<file path="src/rtl/mem_responder.sv">
// Memory-side responder: arbitrates icache/dcache requests onto a single RAM port,
// one transaction at a time, with registered strobes and single-cycle wait-low replies.
module mem_responder #(
  parameter int unsigned ISTARVE_MAX = 4
) (
  input  logic        CLK,
  input  logic        nRST,
  input  logic        iREN,
  input  logic [31:0] iaddr,
  output logic        iwait,
  output logic [31:0] iload,
  input  logic        dREN,
  input  logic        dWEN,
  input  logic [31:0] daddr,
  input  logic [31:0] dstore,
  output logic        dwait,
  output logic [31:0] dload,
  output logic        ramREN,
  output logic        ramWEN,
  output logic [31:0] ramaddr,
  output logic [31:0] ramstore,
  input  logic [31:0] ramload,
  input  logic [1:0]  ramstate
);

  typedef enum logic [1:0] {StIdle, StAccess, StRetry, StResp} state_e;

  localparam logic [1:0] RamAccess = 2'd2;
  localparam logic [1:0] RamError  = 2'd3;
  localparam logic [3:0] StarveMax = 4'(ISTARVE_MAX);

  state_e      state_q;
  logic [3:0]  starve_q;
  logic        req_d_q;
  logic        req_wr_q;
  logic [31:0] addr_q;
  logic [31:0] wdata_q;
  logic        ren_q;
  logic        wen_q;
  logic        iwait_q;
  logic        dwait_q;
  logic [31:0] iload_q;
  logic [31:0] dload_q;

  logic        force_i;
  logic        grant_d;
  logic        grant_i;
  logic        live_ren;
  logic [31:0] live_addr;
  logic        abort;

  always_comb begin
    force_i   = iREN && (starve_q == StarveMax);
    grant_d   = (dREN || dWEN) && !force_i;
    grant_i   = iREN && !grant_d;
    live_ren  = req_d_q ? dREN : iREN;
    live_addr = req_d_q ? daddr : iaddr;
    // A read whose requester moved on is stale; writes always run to completion.
    abort     = !req_wr_q && (!live_ren || (live_addr != addr_q));
  end

  always_ff @(posedge CLK or negedge nRST) begin
    if (!nRST) begin
      state_q  <= StIdle;
      starve_q <= 4'd0;
      req_d_q  <= 1'b0;
      req_wr_q <= 1'b0;
      addr_q   <= 32'd0;
      wdata_q  <= 32'd0;
      ren_q    <= 1'b0;
      wen_q    <= 1'b0;
      iwait_q  <= 1'b1;
      dwait_q  <= 1'b1;
      iload_q  <= 32'd0;
      dload_q  <= 32'd0;
    end else begin
      case (state_q)
        StIdle: begin
          if (grant_d) begin
            req_d_q  <= 1'b1;
            req_wr_q <= dWEN;
            addr_q   <= daddr;
            wdata_q  <= dstore;
            ren_q    <= !dWEN;
            wen_q    <= dWEN;
            state_q  <= StAccess;
            if (!iREN) starve_q <= 4'd0;
            else if (starve_q != StarveMax) starve_q <= starve_q + 4'd1;
          end else if (grant_i) begin
            req_d_q  <= 1'b0;
            req_wr_q <= 1'b0;
            addr_q   <= iaddr;
            ren_q    <= 1'b1;
            wen_q    <= 1'b0;
            state_q  <= StAccess;
            starve_q <= 4'd0;
          end else begin
            starve_q <= 4'd0;
          end
        end
        StAccess: begin
          if (abort) begin
            ren_q   <= 1'b0;
            wen_q   <= 1'b0;
            state_q <= StIdle;
          end else if (ramstate == RamAccess) begin
            ren_q   <= 1'b0;
            wen_q   <= 1'b0;
            state_q <= StResp;
            if (req_d_q) begin
              dwait_q <= 1'b0;
              if (!req_wr_q) dload_q <= ramload;
            end else begin
              iwait_q <= 1'b0;
              iload_q <= ramload;
            end
          end else if (ramstate == RamError) begin
            ren_q   <= 1'b0;
            wen_q   <= 1'b0;
            state_q <= StRetry;
          end
        end
        StRetry: begin
          if (abort) begin
            state_q <= StIdle;
          end else begin
            ren_q   <= !req_wr_q;
            wen_q   <= req_wr_q;
            state_q <= StAccess;
          end
        end
        StResp: begin
          iwait_q <= 1'b1;
          dwait_q <= 1'b1;
          state_q <= StIdle;
        end
        default: state_q <= StIdle;
      endcase
    end
  end

  assign iwait    = iwait_q;
  assign dwait    = dwait_q;
  assign iload    = iload_q;
  assign dload    = dload_q;
  assign ramREN   = ren_q;
  assign ramWEN   = wen_q;
  assign ramaddr  = addr_q;
  assign ramstore = wdata_q;

endmodule

</file>
<file path="config.mk">
export PLATFORM = sky130hd
export DESIGN_NAME = mem_responder
export DESIGN_NICKNAME = d
export VERILOG_FILES = /design/src/rtl/mem_responder.sv
export SDC_FILE = /design/constraint.sdc
export NUM_CORES = 1
export LEC_CHECK = 0
export ABC_CLOCK_PERIOD_IN_PS = 5520
export CAP_MARGIN = 20
export CORE_MARGIN = 1
export CORE_UTILIZATION = 47
export DETAILED_ROUTE_END_ITERATION = 6
export PLACE_DENSITY = 0.83
export SLEW_MARGIN = 20
export SYNTH_ARGS = -nofsm -noshare
export SYNTH_HDL_FRONTEND = slang
export SYNTH_SLANG_ARGS = --single-unit
export TNS_END_PERCENT = 20
</file>
<file path="constraint.sdc">
create_clock -name CLK -period 5.52 [get_ports CLK]
set_input_delay 0.828 -clock CLK [delete_from_list [all_inputs] [get_ports CLK]]
set_output_delay 0.828 -clock CLK [all_outputs]
set_load 0.005 [all_outputs]
</file>
==> summary.txt, run 1 <==
Critical path
  – Startpoint type of the worst setup path: register
  – FF-to-FF setup slack: between 1.5 and 2 ns
  – Critical path's top delay family: flip-flops
  – Worst Reg-to-Reg Cells: 8
  – CP Data Arrival Time: ~4.3 ns
  – Crit-path max cell delay: around 1.1 ns
  – Critical path fanouts, max: 38
  – Crit path kind: reg -> reg
  – Critical path cell sequence: mux2i_1 -> xnor2_1 -> nor4_1 -> nand4_1 -> o41ai_4 -> inv_1 -> a211oi_1 -> mux2_2
  – Max stage delay cell, worst path: dfrtp_2
  – RR Startpoint: req_d_q
  – Critical Path End Type: register
  – CP Buf/Inv Count: 1
  – Crit path required time: between 5 and 6 ns
  – FF-to-FF End: ramREN

Synth
  – Synth Flop Type: dfrtp_1
  – Warnings from Yosys: 0
  – FFs w/ async S/R, synth: 1.000
  – Post-synth EDFFs: 0
  – Mapped Avg Cell Area: approximately 13 um2
  – #FFs+latches synth: 140
  – Cell taking the most area after synthesis: dfrtp_1
  – Post-Syn Instances: slightly above 500
  – Distinct cells, synth: 40
  – Syn_nets: between 600 and 700
  – Post-Syn Area: between 6000 and 7000 um2
  – Most frequent cell after synthesis: dfrtp_1
  – Seq/Total Area, Yosys: 0.5279
  – Yosys top cell area share: 0.5200
  – Post-synth top cells: dfrtp_1 (138), mux2_2 (67), mux2i_1 (65), nand2_1 (48), o21ai_0 (40)
  – Dominant cells by area after synthesis: dfrtp_1 (52%), mux2_2 (11%), mux2i_1 (9.8%), mux2_4 (6.8%), xnor2_1 (3.2%)

Floorplan
  – Die Width: 120.9 um
  – Die Y: roughly 120 um
  – Die Area: about 15000 um2
  – Initial core utilization: 0.4803
  – Core area: roughly 14000 um2
  – FP Rows: 43
  – Io pins: 267

Clock network
  – H-Tree Depth: 4
  – Postcts setup bufs: 0
  – CTS hold repair buffers: 0
  – Clock Path Buffers: 2
  – CTS resizes: 0
  – Clock-pin slew on the worst setup and hold paths: approximately 0.06 ns
  – CTS tree: yes
  – CTS root buf: clkbuf_16
  – CTS Buf Count: 17
  – Worst-skew pair later-pin latency: 0.42 ns
  – CTS sink count: 140

GRT
  – Vias in the first global route: around 5400
  – First-pass GRT wire length: 27910 um
  – All-Layer GR Usage: 0.2524
  – Overflow after GRT: 0
  – Largest net degree at the start of global routing: 88
  – Initial antenna violation count: 1

Timing
  – Final Max Slew Viols: 0
  – Final hold violation count: 0
  – Worst Skew: 0.009188 ns
  – TNS Setup: 0 ns
  – Unrepaired setup endpoints after global routing: false
  – Worst slew margin: 0.2442
  – Worst-margin pin slew: 1.134 ns
  – # setup viols final: 0
  – Tmin final: between 3 and 4 ns
  – Final Cycle Share: 0.7245
  – Max Freq: 250.0 MHz

Detailed routing
  – Routed length per instance: 18.37 um
  – Total Routed Length: approximately 18000 um
  – Vias: between 5000 and 6000
  – Post-DRT Antenna Nets: 0
  – # DRC: 0
  – DR vias/cell: approximately 5.2
  – DRT iter0 DRCs: approximately 200
  – 1st-pass router iterations: 4

Placement
  – Port bufs: between 200 and 300
  – Final HPWL DP: roughly 13000 um
  – GP Congestion: between 0.8 and 0.9

Final layout
  – Nets: just over 900
  – Area growth syn-to-layout: 50.94%
  – Layout cells sized above 1: 0.1772

Job
  – Max_cap viols: 0

Pwr
  – VDD IR max: roughly 290 uV
  – PwrDens: about 500 nW/um2
  – Tot Pwr: ~4900 uW
  – Static Leak: ~0.0046 uW

Run status
  – Status: complete, no violations

Min path
  – Hold Crit Class: in -> async
## registers in the layout, summed over array words and instances (netlist names)
signal / count
iload: 32
ramREN: 1
req_wr_q: 1
state_q: 2
ramstore: 32
dwait: 1
req_d_q: 1
ramWEN: 1
starve_q: 4
ramaddr: 32
iwait: 1
dload: 32
## layout by cell type (no fill, tap or decap), drive strengths merged, types with 2 or more instances in the layout
cell	instances
ha	7
nor4	6
bufinv	2
mux2i	65
dfstp	2
a21oi	4
nand2	48
nand4b	3
nor2	4
o21ai	40
clkinv	4
nand4	5
o21a	2
nand3	4
dfrtp	138
inv	13
nor4b	2
clkbuf	23
buf	5
clkdlybuf4s50	265
a22o	2
xor2	7
nor3	3
xnor2	24
mux2	97
## report_power, final
group	internal, uW	switching [uW]
clock	704	423
sequential	1410	326
combinational	1240	778
## worst max-delay path by stage
stage / from / end / slack, ns / cells after the start
after floorplan: daddr[12] / dload[10] / 2.54 / 8
final: req_d_q / ramREN / 1.52 / 8
after CTS: req_d_q / dload[16] / 1.52 / 9
after detailed placement: daddr[4] / ramREN / 1.46 / 9
after global placement: daddr[25] / ramREN / 1.56 / 9
after global routing: req_d_q / ramREN / 1.30 / 8
## cell families (layout without fill, tap and decap cells)
family,Yosys count,in the layout,share of synthesized area
mux,162,162,0.2794
flops,140,140,0.5279
simple gates,81,81,0.06029
compound gates,56,56,0.05030
buf+inv,36,313,0.02807
xor+xnor,31,31,0.04088
fa+ha+maj,7,7,0.01319
other cells,0,1,0
## layout make-up
class / count / area (um2)
Clock inverter: 9 / 112.6
Antenna cell: 1 / 2.502
Tap cell: 180 / 225.2
Clock buffer: 23 / 478.0
Fill cell: 950 / 3802
Timing Repair Buffer: 270 / 2694
Inverter: 11 / 41.29
Sequential cell: 140 / 3507
Multi-Input combinational cell: 337 / 2964
## per-layer routing
layer,GRT usage,wire length [um],share of wire,up-vias
li1,-,-,-,2352
met1,0.2833,6832,0.38,2464
met2,0.4471,9485,0.53,168
met3,0.06344,985,0.055,31
met4,0.1181,530,0.030,0
met5,0,0,0,-
## per-stage QoR
| stage | utilization | hold slack (ns) | cells | setup slack [ns] | cell area [um2] |
|---|---|---|---|---|---|
| final | 0.7250 | 0.4698 | 971 | 1.521 | 10020 |
| after global routing | 0.7250 | 0.5139 | 971 | 1.296 | 10020 |
| after CTS | 0.7240 | 0.4836 | 970 | 1.517 | 10010 |
| after detailed placement | 0.6813 | 0.4729 | 938 | 1.457 | 9420 |
| after global placement | 0.6813 | 0.4660 | 938 | 1.557 | 9420 |
| after floorplan | - | 0.4480 | 513 | 2.540 | 6641 |
Note: power is estimated with default switching activity, not from simulation.
==> run 2: changes to the inputs <==
--- a/config.mk
+++ b/config.mk
@@ -5,12 +5,12 @@
 export SDC_FILE = /design/constraint.sdc
 export NUM_CORES = 1
 export LEC_CHECK = 0
-export ABC_CLOCK_PERIOD_IN_PS = 5520
+export ABC_CLOCK_PERIOD_IN_PS = 3600
 export CAP_MARGIN = 20
 export CORE_MARGIN = 1
-export CORE_UTILIZATION = 47
+export CORE_UTILIZATION = 40
 export DETAILED_ROUTE_END_ITERATION = 6
-export PLACE_DENSITY = 0.83
+export PLACE_DENSITY = 0.75
 export SLEW_MARGIN = 20
 export SYNTH_ARGS = -nofsm -noshare
 export SYNTH_HDL_FRONTEND = slang
==> constraint.sdc (replaced) <==
create_clock -name CLK -period 3.6 [get_ports CLK]
set_input_delay 0.54 -clock CLK [delete_from_list [all_inputs] [get_ports CLK]]
set_output_delay 0.54 -clock CLK [all_outputs]
set_load 0.005 [all_outputs]
==> run 2 against run 1 <==
Count of clock-buffer cells in the layout down 4. Critical endpoint is now dload[20]. Wire length grew 3.3%. Clock power is 50% higher. Design area rose by 1.0%. Non-clock buffer count up 10.
==> summary.txt, run 2 (same netlist as run 1, synthesis figures left out) <==
Run status
  – Status: complete, no violations

Clock network
  – CTS Buf Count: 17 (unchanged)
  – H-Tree Depth: 4 (unchanged)
  – CTS resizes: 0 (unchanged)
  – Clock Path Buffers: 2 (unchanged)
  – CTS hold repair buffers: 0 (unchanged)
  – Clock-pin slew on the worst setup and hold paths: 0.06 ns (about the same)
  – CTS tree: yes
  – Postcts setup bufs: 0 (unchanged)
  – CTS root buf: clkbuf_16
  – Worst-skew pair later-pin latency: 0.42 ns (about the same)
  – CTS sink count: 140 (unchanged)

Placement
  – Port bufs: 266 (unchanged)
  – GP Congestion: 0.7961 (-4.0%)
  – Post-Place Cells: 984 (+4.9%)
  – Final HPWL DP: 13780 um (+6.1%)
  – Placement Setup Slack: 0.1723 ns (-1.285 ns)

Timing
  – Unrepaired setup endpoints after global routing: false
  – Final WS setup: 0.4442 ns (-1.076 ns)
  – Final Max Slew Viols: 0 (unchanged)
  – Worst slew margin: 0.5094 (+0.2652)
  – Max Freq: 316.9 MHz (+27%)
  – Worst Skew: 0.01227 ns (+0.003085 ns)
  – Worst-margin pin slew: 0.7358 ns (-0.3978 ns)
  – Final Cycle Share: 0.8766 (+0.1521)
  – Worst hold margin: 0.1593 ns (-0.3104 ns)
  – # setup viols final: 0 (unchanged)
  – Tmin final: 3.156 ns (-0.8435 ns)
  – TNS Setup: 0 ns (unchanged)
  – Final hold violation count: 0 (unchanged)

GRT
  – First-pass GRT wire length: 28490 um (+2.1%)
  – Overflow after GRT: 0 (unchanged)
  – Initial antenna violation count: 0 (-1)
  – Vias in the first global route: 5557 (+3.2%)
  – All-Layer GR Usage: 0.2228 (-0.02965)
  – M3 GR Usage: 0.06433 (+0.0008924)
  – Met2 Use GR: 0.3953 (-0.05187)
  – Met1 Usage GRT: 0.2510 (-0.03229)
  – Gr busiest metal: met2
  – Largest net degree at the start of global routing: 78 (-11%)

Floorplan
  – Initial core utilization: 0.4136 (-0.06673)
  – Core area: 16060 um2 (+16%)
  – Die Y: 130.9 um (+8.3%)
  – FP Rows: 46 (+7.0%)
  – Die Area: 17120 um2 (+17%)
  – Io pins: 267 (unchanged)
  – Die Width: 130.9 um (+8.3%)

Final layout
  – Layout cells sized above 1: 0.1870 (+0.009736)
  – FF+latch area: 3507 um2 (unchanged)
  – Multi-input gate area: 2953 um2 (-0.38%)
  – Fin util: 0.6307 (-0.09426)
  – Most frequent cells in the layout: clkdlybuf4s50_1 (265), dfrtp_1 (137), mux2_2 (67)
  – Fillers: 1196 (+26%)
  – Area growth syn-to-layout: 52.51%
  – Final cell count without fillers: 1013 (+4.3%)
  – Commonest non-fill, non-tap cell in the layout: clkdlybuf4s50_1
  – Antenna Cells: 0 (-1)
  – Nets: 929 (+1.1%)

Pwr
  – Sw Share: 0.3195 (+0.006581)
  – Combinational fraction of design power: 0.432 (+0.019)
  – Clock power share: 0.226 (-0.005)
  – VDD IR max: 510.1 uV (+75%)
  – Static Leak: 0.004640 uW (+0.84%)
  – P_sw: 2413 uW (+58%)
  – Flop pwr share: 0.342 (-0.015)
  – PwrDens: 745.7 nW/um2 (+53%)
  – P_int: 5140 uW (+53%)

Critical path
  – Critical path fanouts, max: 32 (-16%)
  – Max stage delay cell, worst path: a2111oi_0
  – CP Buf/Inv Count: 2 (+1)
  – Critical Path End Type: register
  – Crit-path max cell delay: 0.49 ns (-0.61 ns)
  – Critical path's top delay family: simple AND/OR/NAND/NOR gates
  – Crit path required time: 3.90 ns (-1.92 ns)
  – CP Data Arrival Time: 3.45 ns (-0.84 ns)
  – Most numerous cell on the critical path: buf_12
  – Crit path kind: reg -> reg
  – Critical path cell sequence: buf_12 -> mux2i_1 -> o2bb2ai_1 -> a2111oi_0 -> nand3_1 -> or4_1 -> nor2_1 -> nand4_2 -> buf_12 -> mux2_4
  – Startpoint type of the worst setup path: register

Detailed routing
  – Vias: 5053 (+0.76%)
  – Total Routed Length: 18420 um (+3.3%)
  – # DRC: 0 (unchanged)
  – Post-DRT Antenna Nets: 0 (unchanged)
  – Routed length per instance: 18.19 um (-0.97%)
  – 1st-pass router iterations: 6 (+2)
  – DRT iter0 DRCs: 202 (+0.50%)
  – DR vias/cell: 4.988 (-3.4%)

Min path
  – Hold Crit Class: in -> async

Job
  – Max_cap viols: 0 (unchanged)
-- run 2: changes by cell type in the layout (fill, tap and decap cells not counted), moves of 2 or more --
cell      before  now
buf_4          4   12
buf_12         0    2
clkbuf_1       3    1
clkbuf_8       3    1
-- run 2: stage by stage --
step / power, uW / cell area, um2
after floorplan: 4099 / 6641
after global placement: 5777 / 9565
after detailed placement: 5891 / 9565
after CTS: 7629 / 10130
after global routing: 8015 / 10130
final: 7552 / 10130
-- run 2: area by class of cell --
class,count,share of cell area
Clock buffer,19,0.04373
Clock inverter,10,0.01186
Inverter,11,0.004077
Multi-Input combinational cell,337,0.2915
Sequential cell,140,0.3463
Tap cell,216,0.02668
Timing Repair Buffer,280,0.2758
-- run 2: power by group through the flow --
stage,Clock (uW),Sequential (uW),Combinational [uW]
2_1_floorplan,0,2580,1520
3_3_place_gp,0,2560,3220
3_5_place_dp,0,2600,3290
4_1_cts,1740,2580,3310
5_1_grt,1810,2650,3550
6_report,1700,2580,3270
-- run 2: layer usage --
layer | routed length (um) | up-vias
li1 | - | 2380
met5 | 0 | -
met1 | 7263 | 2472
met4 | 431 | 0
met2 | 9621 | 169
met3 | 1107 | 32
-- run 2: worst paths after layout --
check,cells after the start,from,endpoint,slack [ns]
setup / recovery,10,req_d_q,dload[20],0.44
setup reg to reg,10,req_d_q,dload[20],0.44
hold / removal,1,nRST,iload[13],0.16
max in group asynchronous,2,nRST,ramstore[7],2.58
min in group CLK,1,starve_q[3],starve_q[3],0.50
hold reg to reg,1,starve_q[3],starve_q[3],0.50
==> run 3: changes to the inputs <==
--- a/config.mk
+++ b/config.mk
@@ -10,6 +10,7 @@
 export CORE_MARGIN = 1
 export CORE_UTILIZATION = 40
 export DETAILED_ROUTE_END_ITERATION = 6
+export MAX_ROUTING_LAYER = met4
 export PLACE_DENSITY = 0.75
 export SLEW_MARGIN = 20
 export SYNTH_ARGS = -nofsm -noshare
==> run 3 against run 2 <==
Clock skew shrank 0.00073 ns. Die area is the same. Clock power about the same. Critical path depth stayed put. Sequential power is essentially flat. Worst hold slack lost 0.0043 ns.
==> summary.txt, run 3 (same netlist as run 1, synthesis figures left out) <==
Critical path
  – FF-to-FF End: dload[20]
  – Crit path to: dload[20]
  – Critical Path End Type: register
  – Crit path required time: 3.90 ns (about the same)
  – Most numerous cell on the critical path: buf_12
  – Worst Setup SP: req_d_q
  – Max stage delay cell, worst path: a2111oi_0
  – Critical path fanouts, max: 32 (unchanged)
  – Critical path cell sequence: buf_12 -> mux2i_1 -> o2bb2ai_1 -> a2111oi_0 -> nand3_1 -> or4_1 -> nor2_1 -> nand4_2 -> buf_12 -> mux2_4
  – Crit path depth: 10 (unchanged)
  – FF-to-FF setup slack: 0.44 ns (about the same)
  – RR Startpoint: req_d_q
  – CP Data Arrival Time: 3.46 ns (about the same)
  – Worst Reg-to-Reg Cells: 10 (unchanged)
  – Crit-path max cell delay: 0.50 ns (about the same)
  – Startpoint type of the worst setup path: register
  – Crit path kind: reg -> reg
  – Critical path's top delay family: simple AND/OR/NAND/NOR gates
  – CP Buf/Inv Count: 2 (unchanged)

Floorplan
  – Die Y: 130.9 um (unchanged)
  – FP Rows: 46 (unchanged)
  – Core area: 16060 um2 (unchanged)
  – Die Area: 17120 um2 (unchanged)
  – Io pins: 267 (unchanged)
  – Die Width: 130.9 um (unchanged)
  – Initial core utilization: 0.4136 (unchanged)

Timing
  – Final Max Slew Viols: 0 (unchanged)
  – Tmin final: 3.159 ns (+0.003637 ns)
  – TNS Setup: 0 ns (unchanged)
  – Worst-margin pin slew: 0.7321 ns (-0.003710 ns)
  – Max Freq: 316.5 MHz (-0.12%)
  – Final WS setup: 0.4406 ns (-0.003637 ns)
  – Final hold violation count: 0 (unchanged)
  – Worst slew margin: 0.5119 (+0.002473)
  – Final Cycle Share: 0.8776 (+0.001010)
  – # setup viols final: 0 (unchanged)
  – Unrepaired setup endpoints after global routing: false
  – Worst Skew: 0.01155 ns (-0.0007276 ns)

GRT
  – Initial antenna violation count: 0 (unchanged)
  – Largest net degree at the start of global routing: 78 (unchanged)
  – Vias in the first global route: 5558 (+0.018%)
  – First-pass GRT wire length: 28500 um (about the same)
  – All-Layer GR Usage: 0.2300 (+0.007197)
  – Overflow after GRT: 0 (unchanged)

Detailed routing
  – DRT iter0 DRCs: 215 (+6.4%)
  – # DRC: 0 (unchanged)
  – Vias: 5084 (+0.61%)
  – Routed length per instance: 18.23 um (+0.22%)
  – DR vias/cell: 5.019 (+0.61%)
  – 1st-pass router iterations: 4 (-2)
  – Post-DRT Antenna Nets: 0 (unchanged)
  – Total Routed Length: 18460 um (+0.22%)

Clock network
  – Postcts setup bufs: 0 (unchanged)
  – CTS tree: yes
  – CTS Buf Count: 17 (unchanged)
  – Clock-pin slew on the worst setup and hold paths: 0.06 ns (about the same)
  – CTS root buf: clkbuf_16
  – CTS sink count: 140 (unchanged)
  – CTS resizes: 0 (unchanged)
  – H-Tree Depth: 4 (unchanged)
  – Worst-skew pair later-pin latency: 0.42 ns (about the same)
  – Clock Path Buffers: 2 (unchanged)
  – CTS hold repair buffers: 0 (unchanged)

Pwr
  – Sw Share: 0.3201 (+0.0005820)
  – Clock power share: 0.226 (about the same)
  – Combinational fraction of design power: 0.432 (about the same)
  – P_int: 5140 uW (about the same)
  – Flop pwr share: 0.342 (about the same)
  – PwrDens: 746.3 nW/um2 (about the same)
  – VDD IR max: 510.1 uV (about the same)
  – Static Leak: 0.004640 uW (unchanged)
  – P_sw: 2419 uW (+0.27%)

Run status
  – Status: complete, no violations

Final layout
  – Antenna Cells: 0 (unchanged)
  – Nets: 929 (unchanged)
  – Area growth syn-to-layout: 52.51% (unchanged)
  – Fin util: 0.6307 (unchanged)
  – Layout cells sized above 1: 0.1870 (unchanged)
  – Most frequent cells in the layout: clkdlybuf4s50_1 (265), dfrtp_1 (137), mux2_2 (67)
  – Commonest non-fill, non-tap cell in the layout: clkdlybuf4s50_1

Placement
  – Placement Setup Slack: 0.1723 ns (unchanged)
  – Final HPWL DP: 13780 um (unchanged)
  – GP Congestion: 0.8075 (+1.4%)
  – Port bufs: 266 (unchanged)

Job
  – Max_cap viols: 0 (unchanged)

Min path
  – Hold Crit Class: in -> async
==> run 3: cell counts in the layout (fill, tap and decap cells not counted) <==
Identical to the previous run, type by type.
==> run 3: cell type report <==
type / instances / area, um2
Sequential cell: 140 / 3507
Timing Repair Buffer: 280 / 2794
Clock buffer: 19 / 442.9
Multi-Input combinational cell: 337 / 2953
Clock inverter: 10 / 120.1
Fill cell: 1196 / 5929
Tap cell: 216 / 270.3
Inverter: 11 / 41.29
==> run 3: routing by layer <==
metal,track usage,up-vias,wire [um]
li1,-,2380,-
met1,0.2573,2494,7430
met2,0.3937,176,9601
met3,0.05904,34,988
met4,0.08790,0,444
met5,-,-,0
==> run 3: stage by stage <==
stage | instance area (um2) | hold WS, ns | power [uW] | std cells
after floorplan | 6641 | 0.2444 | 4099 | 513
after global placement | 9565 | 0.4633 | 5777 | 984
after detailed placement | 9565 | 0.4914 | 5891 | 984
after CTS | 10130 | 0.1838 | 7629 | 1013
after global routing | 10130 | 0.2007 | 8016 | 1013
final | 10130 | 0.1550 | 7559 | 1013
==> run 3: worst min-delay path by stage <==
stage | from | to | slack (ns) | cells past startpoint
2_1_floorplan | nRST | dload[0] | 0.24 | 0
3_3_place_gp | starve_q[3] | starve_q[3] | 0.46 | 1
3_5_place_dp | starve_q[3] | starve_q[3] | 0.49 | 1
4_1_cts | nRST | dload[28] | 0.18 | 1
5_1_grt | nRST | iload[28] | 0.20 | 1
6_report | nRST | dload[14] | 0.16 | 1
==> run 3: worst reg2reg max path, stage by stage (launching register included) <==
cell,delay (ns)
dfrtp_2,0.38
buf_12,0.21
mux2i_1,0.37
o2bb2ai_1,0.12
a2111oi_0,0.50
nand3_1,0.12
or4_1,0.40
nor2_1,0.21
nand4_2,0.16
buf_12,0.24
mux2_4,0.34
==> run 3: power by group through the flow <==
| stage | logic [uW] | clock network, uW | registers [uW] |
|---|---|---|---|
| 2_1_floorplan | 1520 | 0 | 2580 |
| 3_3_place_gp | 3220 | 0 | 2560 |
| 3_5_place_dp | 3290 | 0 | 2600 |
| 4_1_cts | 3310 | 1740 | 2580 |
| 5_1_grt | 3550 | 1810 | 2650 |
| 6_report | 3270 | 1700 | 2590 |
